--- src/rtl/bg_arb_pkg.sv ---
// Package: bg_arb_pkg
// Shared widths and types for the background frame-RAM read-port arbiter.
//   BG_ADDR_W : bg_frameRAM address width
//   BG_DATA_W : palette index width
//   bg_addr_t : frame RAM address
//   bg_pix_t  : palette index
package bg_arb_pkg;

    localparam int unsigned BG_ADDR_W = 19;
    localparam int unsigned BG_DATA_W = 3;

    typedef logic [BG_DATA_W-1:0] bg_pix_t;
    typedef logic [BG_ADDR_W-1:0] bg_addr_t;

endpackage

--- src/rtl/rr_picker.sv ---
// Module: rr_picker
// Purely combinational round-robin pick: selects the first asserted request at or after
// ptr, wrapping from N-1 back to 0.
// Ports:
//   req   in   N     request vector
//   ptr   in   IdxW  highest-priority position this cycle
//   gnt   out  N     one-hot grant (all zero when no request)
//   idx   out  IdxW  index of the granted requester
//   found out  1     some request was selected
module rr_picker #(
    parameter int unsigned N    = 4,
    parameter int unsigned IdxW = (N > 1) ? $clog2(N) : 1
) (
    input  logic [N-1:0]    req,
    input  logic [IdxW-1:0] ptr,
    output logic [N-1:0]    gnt,
    output logic [IdxW-1:0] idx,
    output logic            found
);

    always_comb begin
        int unsigned j;
        gnt   = '0;
        idx   = '0;
        found = 1'b0;
        j     = 0;
        for (int unsigned i = 0; i < N; i++) begin
            j = (32'(ptr) + i) % N;
            if (!found && req[j]) begin
                found  = 1'b1;
                gnt[j] = 1'b1;
                idx    = IdxW'(j);
            end
        end
    end

endmodule

--- src/rtl/bg_ram_arbiter.sv ---
// Module: bg_ram_arbiter
// Shares the single read port of bg_frameRAM between the VGA pixel fetch path and
// NUM_PROBES probe requesters. Video owns the port while vid_active is high; probes are
// served round-robin, one per cycle, during blanking.
// Ports:
//   Clk          in   system clock
//   Reset        in   synchronous, active-low reset
//   vid_active   in   visible region, video owns the RAM port
//   vid_addr     in   video read address
//   vid_data     out  ram_data pass-through for video
//   probe_req    in   per-probe request level, held until granted
//   probe_addr   in   flattened probe addresses, probe i at [i*ADDR_W +: ADDR_W]
//   probe_gnt    out  one-hot single-cycle grant
//   probe_rvalid out  one-hot single-cycle read-data valid, RD_LAT cycles after grant
//   probe_rdata  out  shared probe read data (zero when no rvalid)
//   ram_addr     out  bg_frameRAM read address
//   ram_data     in   bg_frameRAM read data
//   starve_err   out  sticky: a probe waited STARVE_LIM cycles without a grant
module bg_ram_arbiter
    import bg_arb_pkg::*;
#(
    parameter int unsigned ADDR_W     = BG_ADDR_W,
    parameter int unsigned DATA_W     = BG_DATA_W,
    parameter int unsigned NUM_PROBES = 4,
    parameter int unsigned RD_LAT     = 1,
    parameter int unsigned STARVE_LIM = 1024
) (
    input  logic                         Clk,
    input  logic                         Reset,
    input  logic                         vid_active,
    input  logic [ADDR_W-1:0]            vid_addr,
    output logic [DATA_W-1:0]            vid_data,
    input  logic [NUM_PROBES-1:0]        probe_req,
    input  logic [NUM_PROBES*ADDR_W-1:0] probe_addr,
    output logic [NUM_PROBES-1:0]        probe_gnt,
    output logic [NUM_PROBES-1:0]        probe_rvalid,
    output logic [DATA_W-1:0]            probe_rdata,
    output logic [ADDR_W-1:0]            ram_addr,
    input  logic [DATA_W-1:0]            ram_data,
    output logic                         starve_err
);

    localparam int unsigned IdxW = (NUM_PROBES > 1) ? $clog2(NUM_PROBES) : 1;
    localparam int unsigned CntW = $clog2(STARVE_LIM + 1);

    logic [IdxW-1:0]       rr_ptr_q, rr_ptr_d;
    logic [CntW-1:0]       wait_cnt_q, wait_cnt_d;
    logic                  starve_err_q, starve_err_d;
    logic [NUM_PROBES-1:0] pipe_q [RD_LAT];

    logic [NUM_PROBES-1:0] pick_gnt;
    logic [IdxW-1:0]       pick_idx;
    logic                  pick_found;
    logic                  grant_en;
    logic                  any_req;

    rr_picker #(
        .N    (NUM_PROBES),
        .IdxW (IdxW)
    ) u_picker (
        .req   (probe_req),
        .ptr   (rr_ptr_q),
        .gnt   (pick_gnt),
        .idx   (pick_idx),
        .found (pick_found)
    );

    assign any_req = |probe_req;

    // No grant while held in reset so a pending request cannot launch a read into a
    // pipeline that is being flushed.
    assign grant_en  = Reset && !vid_active && pick_found;
    assign probe_gnt = grant_en ? pick_gnt : '0;

    always_comb begin
        ram_addr = vid_addr;
        if (!Reset) begin
            ram_addr = '0;
        end else if (grant_en) begin
            ram_addr = probe_addr[pick_idx*ADDR_W +: ADDR_W];
        end
    end

    assign vid_data = ram_data;

    assign probe_rvalid = pipe_q[RD_LAT-1];
    assign probe_rdata  = (|pipe_q[RD_LAT-1]) ? ram_data : '0;
    assign starve_err   = starve_err_q;

    always_comb begin
        rr_ptr_d = rr_ptr_q;
        if (grant_en) begin
            rr_ptr_d = (32'(pick_idx) == NUM_PROBES - 1) ? '0 : IdxW'(pick_idx + 1'b1);
        end
    end

    // Count only cycles where someone is waiting and nobody is served; saturate at limit.
    always_comb begin
        wait_cnt_d = '0;
        if (any_req && !grant_en) begin
            wait_cnt_d = (wait_cnt_q == CntW'(STARVE_LIM)) ? wait_cnt_q
                                                            : CntW'(wait_cnt_q + 1'b1);
        end
        starve_err_d = starve_err_q || (wait_cnt_d == CntW'(STARVE_LIM));
    end

    always_ff @(posedge Clk) begin
        if (!Reset) begin
            rr_ptr_q     <= '0;
            wait_cnt_q   <= '0;
            starve_err_q <= 1'b0;
        end else begin
            rr_ptr_q     <= rr_ptr_d;
            wait_cnt_q   <= wait_cnt_d;
            starve_err_q <= starve_err_d;
        end
    end

    // Grant id travels RD_LAT stages to line up with the RAM's read data.
    always_ff @(posedge Clk) begin
        if (!Reset) begin
            for (int i = 0; i < int'(RD_LAT); i++) begin
                pipe_q[i] <= '0;
            end
        end else begin
            pipe_q[0] <= probe_gnt;
            for (int i = 1; i < int'(RD_LAT); i++) begin
                pipe_q[i] <= pipe_q[i-1];
            end
        end
    end

endmodule

--- config.mk ---
export PLATFORM = sky130hd
export DESIGN_NAME = bg_ram_arbiter
export DESIGN_NICKNAME = d
export VERILOG_FILES = /design/src/rtl/bg_arb_pkg.sv /design/src/rtl/rr_picker.sv /design/src/rtl/bg_ram_arbiter.sv
export SDC_FILE = /design/constraint.sdc
export NUM_CORES = 1
export LEC_CHECK = 0
export BUFFER_PORTS_ARGS = -buffer_cell sky130_fd_sc_hd__buf_4
export CAP_MARGIN = 0
export CORE_UTILIZATION = 32
export CTS_CLUSTER_DIAMETER = 100
export DETAILED_ROUTE_END_ITERATION = 10
export PLACE_DENSITY = 0.66
export SLEW_MARGIN = 20
export SYNTH_ARGS = -nofsm -noshare
export SYNTH_HDL_FRONTEND = slang
export SYNTH_SLANG_ARGS = --single-unit
--- constraint.sdc ---
create_clock -name Clk -period 7 [get_ports Clk]
set_clock_uncertainty 0.2 [all_clocks]
set_input_delay 0.35 -clock Clk [delete_from_list [all_inputs] [get_ports Clk]]
set_output_delay 0.35 -clock Clk [all_outputs]
set_load 0.02 [all_outputs]
# Yosys cells after proc, flatten, opt, wreduce, memory -nomap -nowiden
# Memory sizes are Yosys's and may differ from the RTL's.
# Cells that the tools add are included.
word_totals:
  register_bits: 14
  latch_bits: 0
  mem_bits_rw: 4
  rom_bits: 0
  inputBits: 105
  out_inout_bits: 34
  memories: 1
mem_list:
  columns: ["memory", "depth", "word_bits", "rd", "rd_clocked_by_memory_dff", "write_ports", "line", "text"]
  rows:
  - ["pipe_q", 1, 4, 1, 0, 1, "bg_ram_arbiter.sv:49", "logic [NUM_PROBES-1:0] pipe_q [RD_LAT];"]
op_classes:
  add_sub_neg: 5
  mul: 1
  div_mod_pow: 0
  magnitude_cmp: 8
  eq_ne: 3
  shift: 1
  n_mux: 39
  bitwise_logic: 3
  n_reduce_logical: 19
ops:
  columns: ["cell", "count"]
  rows:
  - ["$shiftx 76x8->19", 1]
  - ["$mux 19", 2]
  - ["$mux 4", 6]
  - ["$eq 11x11->1 const B", 2]
  - ["$mux 11", 2]
  - ["$mux 1", 15]
  - ["$lt 2x3->1 const B", 4]
  - ["$or 4x4->4", 3]
  - ["$reduce_or 4->1", 3]
  - ["$add 11x1->11 const B", 1]
  - ["$logic_and 1x1->1", 10]
  - ["$mux 2", 5]
  - ["$bmux 1 s2", 4]
  - ["$demux 1 s2", 4]
  - ["$ge 2x1->1 const B", 4]
  - ["$mul 2x5->7 const B", 1]
  - ["$logic_not 1->1", 5]
  - ["$add 2x1->2 const B", 2]
  - ["$add 2x2->2 const B", 2]
  - ["$mux 3", 1]
  - ["$eq 2x2->1 const B", 1]
  - ["$logic_or 1x1->1", 1]

# Logic depth before layout (Yosys ltp)
# Gate-level depths: netlist of the first run.
depth:
  word_depth: 18
  depth_mapped: 14
  mapped_depth_nobuf: 8

# Modules after synthesis
# A second synthesis of the first run with hierarchy kept.
unflattened:
  cells_unflattened: 242
  area_unflattened_um2: 2110.8
by_module_without_submodules:
  columns: ["module", "instances", "cells_each", "area_each_um2"]
  rows:
  - ["bg_ram_arbiter", 1, 197, 1691.6]
  - ["rr_picker", 1, 45, 419.2]

# Least setup slack after synthesis of the first run
# No wires, ideal clock.
synth_timing:
  path_kind: "register to output"
  from: "register rr_ptr_q[0]"
  to: "output port ram_addr[0]"
  t_arrival_ns: 3.507
  t_required_ns: 6.450
  slack_ns: 2.943
  path_stages_with_launch: 13
  path_buffers: 4
  path_cell_list: "dfxtp_1 -> buf_6 -> buf_2 -> clkinv_1 -> ha_1 -> buf_6 -> mux4_2 -> o211a_1 -> a2111o_1 -> a21oi_1 -> buf_2 -> nor4_1 -> o31ai_1"
synth_via:
  elab_chain_cells: 16
  word_cells_on_any_way: 30
  cone_classes: "3 x add/sub; 1 x mul; 1 x shift; 18 x mux; 7 x reduce/logical"
synth_rtl:
  columns: ["item", "line", "text"]
  rows:
  - ["start, declared", "bg_ram_arbiter.sv:46", "logic [IdxW-1:0] rr_ptr_q, rr_ptr_d;"]
  - ["start signal, assigned", "bg_ram_arbiter.sv:113", "rr_ptr_q <= rr_ptr_d;"]
  - ["parallel branches: the longest is 14 deep, another holds $mul 2x5->7", null, null]
  - ["$mux 19 (*)", "bg_ram_arbiter.sv:79", "end else if (grant_en) begin"]
  - ["$mux 19 (*)", "bg_ram_arbiter.sv:77", "if (!Reset) begin"]
  - ["end, declared", "bg_ram_arbiter.sv:38", "output logic [ADDR_W-1:0] ram_addr,"]
# Mark *: on every way between the ends. The select of a mux whose other input is x is not followed.

# Worst setup path in the final report of the first run
layout_timing:
  from: "register rr_ptr_q[1]"
  to: "output port ram_addr[0]"
# The elaborated chain is that of the path after synthesis.

==> flow_summary.json, run 1 <==
{
  "drive_gt1_frac": 0.308,
  "synth_edf_count": 0,
  "h-tree-depth": 1,
  "hold_buffers": 0,
  "ant_nets": 0,
  "max_slew_margin": 0.346,
  "fmax_mhz": 194,
  "seqPwrFrac": 0.109,
  "diodes": 0,
  "overflow": 0,
  "gr-usage-all-layers": 0.200,
  "holdPathStages": 2,
  "setup_viol": 0,
  "fillers": 963,
  "cts_resized": 0,
  "clock-sinks": 18,
  "cts.path.max_buffers": 2,
  "drv_slew": 0,
  "die_y_um": 102,
  "grt_pass1_wl_um": 16700,
  "drt_iter0_drc": 177,
  "avgSynthCellArea_um2": 7.17,
  "top_level_ports": 139,
  "cap_violations": 0,
  "cts_made_buffers": 3,
  "syn-num-nets": 558,
  "layout.cells.most_common_list": "buf_4, nand3_1, nand2_1, and2_1, o21ai_0",
  "yosys.cell_types.count": 54,
  "via_per_inst": 5.62,
  "start_util": 0.337,
  "end_kind": "output port",
  "p_switching_uw": 632,
  "critPathTopFamily": "compound AO/OA/AOI/OAI gates",
  "post_cts_buffers": 0,
  "power_density_nw_per_um2": 275,
  "crit_buf_inv": 2,
  "dieArea_um2": 10300,
  "r2r-start": "rr_ptr_q[1]$_SDFFE_PN0P_",
  "wl_per_cell_um": 16.2,
  "nets": 659,
  "vias": 3771,
  "syn_inst": 443,
  "die_w_um": 102,
  "crit_path_start_kind": "flip-flop",
  "cp_max_fo": 45,
  "holdPathEnd": "starve_err$_SDFF_PN0_",
  "ys_warn_count": 0,
  "setup_slack_ns": 1.85,
  "leakagePower_nw": 1.64,
  "rsz0062_at_grt": "no",
  "tns_ns": 0,
  "path_cells": "inv_1, ha_1, mux4_2, nor2b_4, a31o_1, nor3_1, a2111oi_0, o31ai_1, buf_4",
  "crit_slowest_cell": "nor2b_4",
  "grt_max_degree": 74,
  "critPathKind": "flip-flop to output port",
  "clk_latency_ns": 0.25,
  "row_count": 35,
  "drt_pass1_iterations": 4,
  "clkTransAtPathRegs_ns": 0.06,
  "drc": 0,
  "fin_crit_ns": 5.15,
  "core_area_um2": 9420,
  "arrival_ns": 4.60,
  "power_frac_clock": 0.061,
  "antenna_found_initial": 0,
  "combPwrFrac": 0.829,
  "dp_slack_ns": 2.10,
  "crit_required_ns": 6.45,
  "hold_path_class": "primary input to flip-flop",
  "port_buffers": 138,
  "fin_crit_sh": 0.736,
  "hp-start": "Reset",
  "post-dp-hpwl_um": 7860,
  "wl_um": 10900,
  "grt_pass1_vias": 3550,
  "root_buffer": "clkbuf_8",
  "synth_seq_cells": 18,
  "reg2reg_slack_ns": 2.77,
  "swShare": 0.547,
  "vdd_drop_max_uv": 144,
  "synth_area_um2": 3170,
  "cpPeakStageDelay_ns": 0.74,
  "syn_to_final_growth_pct": 32.4,
  "synth_async_sr_flop_share": 0,
  "yosysSeqAreaShare": 0.114,
  "synthFlopType": "dfxtp_1",
  "outcome": "finished, final reports clean",
  "rr_worst_depth": 8,
  "gp_congestion": 0.860,
  "p_int_uw": 524,
  "timing.critical_path.from": "rr_ptr_q[1]$_SDFFE_PN0P_",
  "worstReg2RegEnd": "rr_ptr_q[1]$_SDFFE_PN0P_",
  "hold_violations": 0,
  "cts_tree": "done",
  "layout_commonest_cell": "buf_4",
  "worstMarginPinSlew_ns": 0.979
}
## kinds of logic after synthesis
logic type	Yosys count	synth area share
compound gates	105	0.259
xor+xnor	10	0.0276
fa+ha+maj	10	0.0394
buf+inv	51	0.0824
flops	18	0.114
mux	29	0.104
simple gates	220	0.374
## synth_stat cells (7+ instances only)
cell type	number	share of area
clkbuf_1	25	0.030
nand2_1	34	0.040
nor4_1	21	0.041
nand3_1	46	0.073
and2_0	9	0.018
and2_1	27	0.053
ha_1	10	0.039
a2111oi_2	9	0.043
buf_2	7	0.011
o21ai_0	25	0.039
nor2b_1	22	0.043
a21oi_1	14	0.022
a2111oi_0	10	0.028
nor3_1	23	0.036
dfxtp_1	18	0.11
mux2i_1	24	0.076
nor2_1	18	0.021
xnor2_1	7	0.019
o31ai_1	19	0.045
## power by group through the flow
stage          logic, mW  registers, mW  clock network (mW)
2_1_floorplan      0.733          0.127                   0
3_3_place_gp       0.944          0.128                   0
3_5_place_dp       0.959          0.129                   0
4_1_cts            0.960          0.126              0.0731
5_1_grt             1.04          0.128              0.0779
6_report           0.959          0.126              0.0707
## worst reg2reg max path: cells and delay by family (launching register included)
family	cells	cell delay (ns)
xor gates and xnor gates	1	0.12
and+or+nand+nor	1	0.74
buffers and inverters	1	0.22
adders and majority gates	1	0.54
muxes	1	0.66
DFF	1	0.60
AOI/OAI and AO/OA	3	1.01
## through the flow
step                std cells  hold slack [ns]   util  total power [mW]  area, um^2
floorplan                 443            0.278      -             0.861        3170
global placement          668            0.298  0.442              1.07        4160
detailed placement        668            0.300  0.442              1.09        4160
CTS                       671            0.182  0.446              1.16        4200
global route              671            0.221  0.447              1.25        4200
finish                    671            0.188  0.447              1.16        4200
## flip-flops by register name, summed over array words and instances, names as in the netlist
name        flops
pipe_q          4
rr_ptr_q        2
starve_err      1
wait_cnt_q     11
## final cells by class
| class | instances | area (um^2) | area share |
|---|---|---|---|
| flip-flops and latches | 18 | 362 | 0.0860 |
| repair buffers | 141 | 1060 | 0.252 |
| well taps | 129 | 161 | 0.0384 |
| clock buffers | 3 | 41.3 | 0.00982 |
| multi-input cells | 374 | 2560 | 0.609 |
| inverters | 6 | 22.5 | 0.00536 |
## layer usage
metal,up-vias,part of all wire,wire length (um),GRT usage
li1,1846,-,-,-
met1,1771,0.41,4500,0.248
met2,139,0.49,5340,0.350
met3,15,0.076,822,0.0373
met4,0,0.021,225,0.0613
met5,-,0,0,0
## how the worst max path moves through the flow
stage	to	slack, ns	cells past startpoint
2_1_floorplan	ram_addr[0]	2.94	12
3_3_place_gp	ram_addr[7]	2.28	9
3_5_place_dp	ram_addr[0]	2.10	9
4_1_cts	ram_addr[0]	1.84	9
5_1_grt	ram_addr[7]	1.48	9
6_report	ram_addr[0]	1.85	9
Power figures use the tool's default switching activity.
==> inputs of run 2 (changes only) <==
==> constraint.sdc (replaced) <==
create_clock -name Clk -period 5 [get_ports Clk]
set_clock_uncertainty 0.2 [all_clocks]
set_input_delay 0.25 -clock Clk [delete_from_list [all_inputs] [get_ports Clk]]
set_output_delay 0.25 -clock Clk [all_outputs]
set_load 0.02 [all_outputs]
==> flow_summary.json, run 2 (synthesis gave the netlist of run 1 again) <==
{
  "root_buffer": "clkbuf_8",
  "vias": 3805,
  "swShare": 0.538,
  "overflow": 0,
  "gp_congestion": 0.882,
  "grt_pass1_wl_um": 17100,
  "drive_gt1_frac": 0.315,
  "cts.path.max_buffers": 2,
  "rr_worst_depth": 9,
  "top_register": "wait_cnt_q",
  "row_count": 35,
  "cts_resized": 0,
  "cts_tree": "done",
  "power_density_nw_per_um2": 392,
  "top_level_ports": 139,
  "port_buffers": 138,
  "crit_slowest_cell": "mux4_2",
  "r2r-start": "rr_ptr_q[1]$_SDFFE_PN0P_",
  "reg_top3": "wait_cnt_q: 11 flops, pipe_q: 4 flops, rr_ptr_q: 2 flops",
  "arrival_ns": 4.15,
  "largest_reg_flops": 11,
  "grt_util_met3": 0.0400,
  "drv_slew": 0,
  "drt_iter0_drc": 181,
  "die_w_um": 102,
  "outcome": "finished, final reports clean",
  "clk_latency_ns": 0.26,
  "cts_made_buffers": 3,
  "power_frac_clock": 0.072,
  "drc": 0,
  "tns_ns": 0,
  "via_per_inst": 5.64,
  "worstMarginPinSlew_ns": 0.949,
  "crit_cells": 9,
  "cp_max_fo": 19,
  "rsz0062_at_grt": "no",
  "critPathKind": "flip-flop to output port",
  "end_kind": "output port",
  "cap_violations": 0,
  "setup_viol": 0,
  "vdd_drop_max_uv": 162,
  "nets": 662,
  "hold_violations": 0,
  "wl_um": 10800,
  "dieArea_um2": 10300,
  "fin_crit_sh": 0.920,
  "busiest_layer": "met2",
  "diodes": 0,
  "start_util": 0.337,
  "fmax_mhz": 217,
  "path_cells": "inv_1, ha_1, mux4_2, o211a_1, a2111o_1, a21o_1, a2111oi_0, o31ai_1, buf_4",
  "placed_area_um2": 4180,
  "layout_commonest_cell": "buf_4",
  "hp-start": "Reset",
  "fin_area_um2": 4240,
  "syn_to_final_growth_pct": 33.6,
  "worstReg2RegEnd": "rr_ptr_q[1]$_SDFFE_PN0P_",
  "core_area_um2": 9420,
  "met2_usage": 0.351,
  "h-tree-depth": 1,
  "die_y_um": 102,
  "crit_required_ns": 4.55,
  "drt_pass1_iterations": 5,
  "critPathTopFamily": "compound AO/OA/AOI/OAI gates",
  "holdPathEnd": "starve_err$_SDFF_PN0_",
  "fin_util": 0.450,
  "post_cts_buffers": 0,
  "grt_pass1_vias": 3557,
  "gr-usage-all-layers": 0.204,
  "holdPathStages": 2,
  "clock-sinks": 18,
  "leakagePower_nw": 1.66,
  "max_slew_margin": 0.367,
  "p_switching_uw": 895,
  "reg2reg_slack_ns": 1.26,
  "layout.cells.most_common_list": "buf_4, nand3_1, nand2_1, and2_1, o21ai_0",
  "p_int_uw": 768,
  "crit_path_start_kind": "flip-flop",
  "grt_max_degree": 74,
  "antenna_found_initial": 0,
  "fin_crit_ns": 4.60,
  "combPwrFrac": 0.822,
  "hold_buffers": 0,
  "wl_per_cell_um": 16.0,
  "use_met1": 0.254,
  "crit_buf_inv": 2,
  "ant_nets": 0,
  "post-dp-hpwl_um": 7970,
  "cpPeakStageDelay_ns": 0.66,
  "seqPwrFrac": 0.107,
  "clkTransAtPathRegs_ns": 0.06,
  "hold_path_class": "primary input to flip-flop"
}
[run 2: cell count changes in the layout (fill, tap and decap cells not counted), sizes merged]
| cell | change |
|---|---|
| clkbuf | +1 |
| buf | +3 |
[run 2: worst max-delay path by stage]
stage | from | endpoint | slack, ns
after detailed placement | rr_ptr_q[1]$_SDFFE_PN0P_ | ram_addr[1] | 0.58
after global placement | rr_ptr_q[1]$_SDFFE_PN0P_ | ram_addr[1] | 0.73
after global routing | rr_ptr_q[1]$_SDFFE_PN0P_ | ram_addr[5] | 0.16
after CTS | rr_ptr_q[1]$_SDFFE_PN0P_ | ram_addr[1] | 0.31
final | rr_ptr_q[1]$_SDFFE_PN0P_ | ram_addr[1] | 0.40
after floorplan | rr_ptr_q[0]$_SDFFE_PN0P_ | ram_addr[0] | 1.04
[run 2: area by class of cell]
type,count,area (um^2)
fill,935,5170
multi-input combinational,374,2560
inverter,6,22.5
clock buffer,4,55.1
sequential,18,362
tap,129,161
timing repair buffer,144,1080
[run 2: power by group through the flow]
stage          combinational (mW)  sequential, mW  clock [mW]
2_1_floorplan                1.03           0.178           0
3_3_place_gp                 1.34           0.180           0
3_5_place_dp                 1.36           0.181           0
4_1_cts                      1.36           0.178       0.122
5_1_grt                      1.48           0.181       0.132
6_report                     1.37           0.178       0.119
[run 2: metal layers]
metal / part of all wire / wire length [um]
met1: 0.42 / 4540
met2: 0.49 / 5320
met4: 0.017 / 185
met3: 0.070 / 752
met5: 0 / 0
[run 2: stage by stage]
step	instances	power, mW	setup slack [ns]	hold slack (ns)
after floorplan	443	1.21	1.04	0.178
after global placement	671	1.52	0.730	0.299
after detailed placement	671	1.54	0.575	0.298
after CTS	675	1.66	0.308	0.0721
after global routing	675	1.80	0.162	0.0784
final	675	1.66	0.400	0.0827
==> inputs of run 3 (changes only) <==
--- a/config.mk
+++ b/config.mk
@@ -7,10 +7,11 @@
 export LEC_CHECK = 0
 export BUFFER_PORTS_ARGS = -buffer_cell sky130_fd_sc_hd__buf_4
 export CAP_MARGIN = 0
-export CORE_UTILIZATION = 32
+export CORE_UTILIZATION = 28
+export CTS_BUF_LIST = sky130_fd_sc_hd__clkbuf_4
 export CTS_CLUSTER_DIAMETER = 100
 export DETAILED_ROUTE_END_ITERATION = 10
-export PLACE_DENSITY = 0.66
+export PLACE_DENSITY = 0.58
 export SLEW_MARGIN = 20
 export SYNTH_ARGS = -nofsm -noshare
 export SYNTH_HDL_FRONTEND = slang
==> flow_summary.json, run 3 (synthesis gave the netlist of run 1 again) <==
{
  "largest_reg_flops": 11,
  "gr-usage-all-layers": 0.182,
  "crit_required_ns": 4.55,
  "critPathKind": "flip-flop to output port",
  "setup_slack_ns": 0.352,
  "grt_max_degree": 74,
  "die_w_um": 108,
  "clkTransAtPathRegs_ns": 0.11,
  "syn_to_final_growth_pct": 33.0,
  "top_level_ports": 139,
  "layout_commonest_cell": "buf_4",
  "hold_buffers": 0,
  "fmax_mhz": 215,
  "rsz0062_at_grt": "no",
  "fin_crit_ns": 4.65,
  "p_int_uw": 722,
  "reg_top3": "wait_cnt_q: 11 flops, pipe_q: 4 flops, rr_ptr_q: 2 flops",
  "post-dp-hpwl_um": 8340,
  "nets": 661,
  "seqPwrFrac": 0.111,
  "cts_made_buffers": 3,
  "post_cts_buffers": 0,
  "worstMarginPinSlew_ns": 0.895,
  "crit_path_start_kind": "flip-flop",
  "fin_area_um2": 4220,
  "overflow": 0,
  "vias": 3738,
  "cts_resized": 0,
  "root_buffer": "clkbuf_4",
  "row_count": 38,
  "power_frac_clock": 0.046,
  "clock-sinks": 18,
  "power_density_nw_per_um2": 381,
  "drive_gt1_frac": 0.312,
  "power_mw": 1.61,
  "arrival_ns": 4.20,
  "antenna_found_initial": 0,
  "dieArea_um2": 11800,
  "hold_violations": 0,
  "setup_viol": 0,
  "h-tree-depth": 1,
  "ant_nets": 0,
  "outcome": "finished, final reports clean",
  "top_register": "wait_cnt_q",
  "leakagePower_nw": 1.64,
  "fin_crit_sh": 0.930,
  "tns_ns": 0,
  "wl_um": 11100,
  "cap_violations": 0,
  "drt_iter0_drc": 246,
  "dp_slack_ns": 0.739,
  "cp_max_fo": 19,
  "wl_per_cell_um": 16.3,
  "vdd_drop_max_uv": 217,
  "end_kind": "output port",
  "core_area_um2": 10900,
  "start_util": 0.290,
  "drc": 0,
  "die_y_um": 108,
  "layout.cells.most_common_list": "buf_4, nand3_1, nand2_1, and2_1, o21ai_0",
  "fin_util": 0.386,
  "via_per_inst": 5.46,
  "drt_pass1_iterations": 4,
  "swShare": 0.551,
  "max_slew_margin": 0.404,
  "cts.path.max_buffers": 2,
  "cts_tree": "done",
  "port_buffers": 138,
  "drv_slew": 0,
  "p_switching_uw": 888,
  "gp_congestion": 0.878,
  "combPwrFrac": 0.843,
  "hold_path_class": "primary input to flip-flop",
  "clk_latency_ns": 0.29,
  "grt_pass1_wl_um": 17200,
  "diodes": 0,
  "grt_pass1_vias": 3565,
  "placed_area_um2": 4190
}
==> run 3: cell types whose count changed in the layout (fill, tap and decap cells not counted), sizes merged <==
cell	previous run	this run
clkinv	1	2
buf	144	143
clkbuf	4	3
==> run 3: final cells by class <==
class                      count  area (um^2)
tap                          140          175
inverter                       6         22.5
clock buffer                   3         22.5
multi-input combinational    374         2560
sequential                    18          362
clock inverter                 1         3.75
timing repair buffer         143         1070
fill                        1184         6710
==> run 3: metrics by stage <==
stage               hold slack (ns)  instances
finish                       0.0314        685
floorplan                     0.178        443
CTS                          0.0166        685
global route                 0.0453        685
global placement              0.298        681
detailed placement            0.305        681
==> run 3: final timing paths <==
kind	startpoint	endpoint	slack, ns	depth (start not counted)
worst min-delay path	Reset	starve_err$_SDFF_PN0_	0.03	2
worst min register to register	starve_err$_SDFF_PN0_	starve_err$_SDFF_PN0_	0.34	2
worst max-delay path	rr_ptr_q[1]$_SDFFE_PN0P_	ram_addr[1]	0.35	9
worst max register to register	rr_ptr_q[1]$_SDFFE_PN0P_	rr_ptr_q[1]$_SDFFE_PN0P_	1.34	8
==> run 3: power by group through the flow <==
stage	Clock, mW	Sequential, mW	Combinational [mW]
detailed placement	0	0.181	1.36
floorplan	0	0.178	1.03
global route	0.0854	0.181	1.48
CTS	0.0793	0.178	1.37
finish	0.0741	0.179	1.36
global placement	0	0.179	1.34
==> run 3: layer usage <==
layer  part of all wire  global-route usage  up-vias  wire, um
met5                  0                   0        -         0
met4              0.022              0.0589        0       242
met3              0.061              0.0344       16       680
met2               0.50               0.319      113      5580
met1               0.42               0.222     1762      4630
li1                   -                   -     1847         -
==> run 3: worst max-delay path, stage by stage, from the launching register on <==
cell and delay [ns]:
dfxtp_1 0.65, inv_1 0.25, ha_1 0.56, mux4_2 0.65
o211a_1 0.17, a2111o_1 0.33, a21o_1 0.50, a2111oi_0 0.49
o31ai_1 0.12, buf_4 0.19
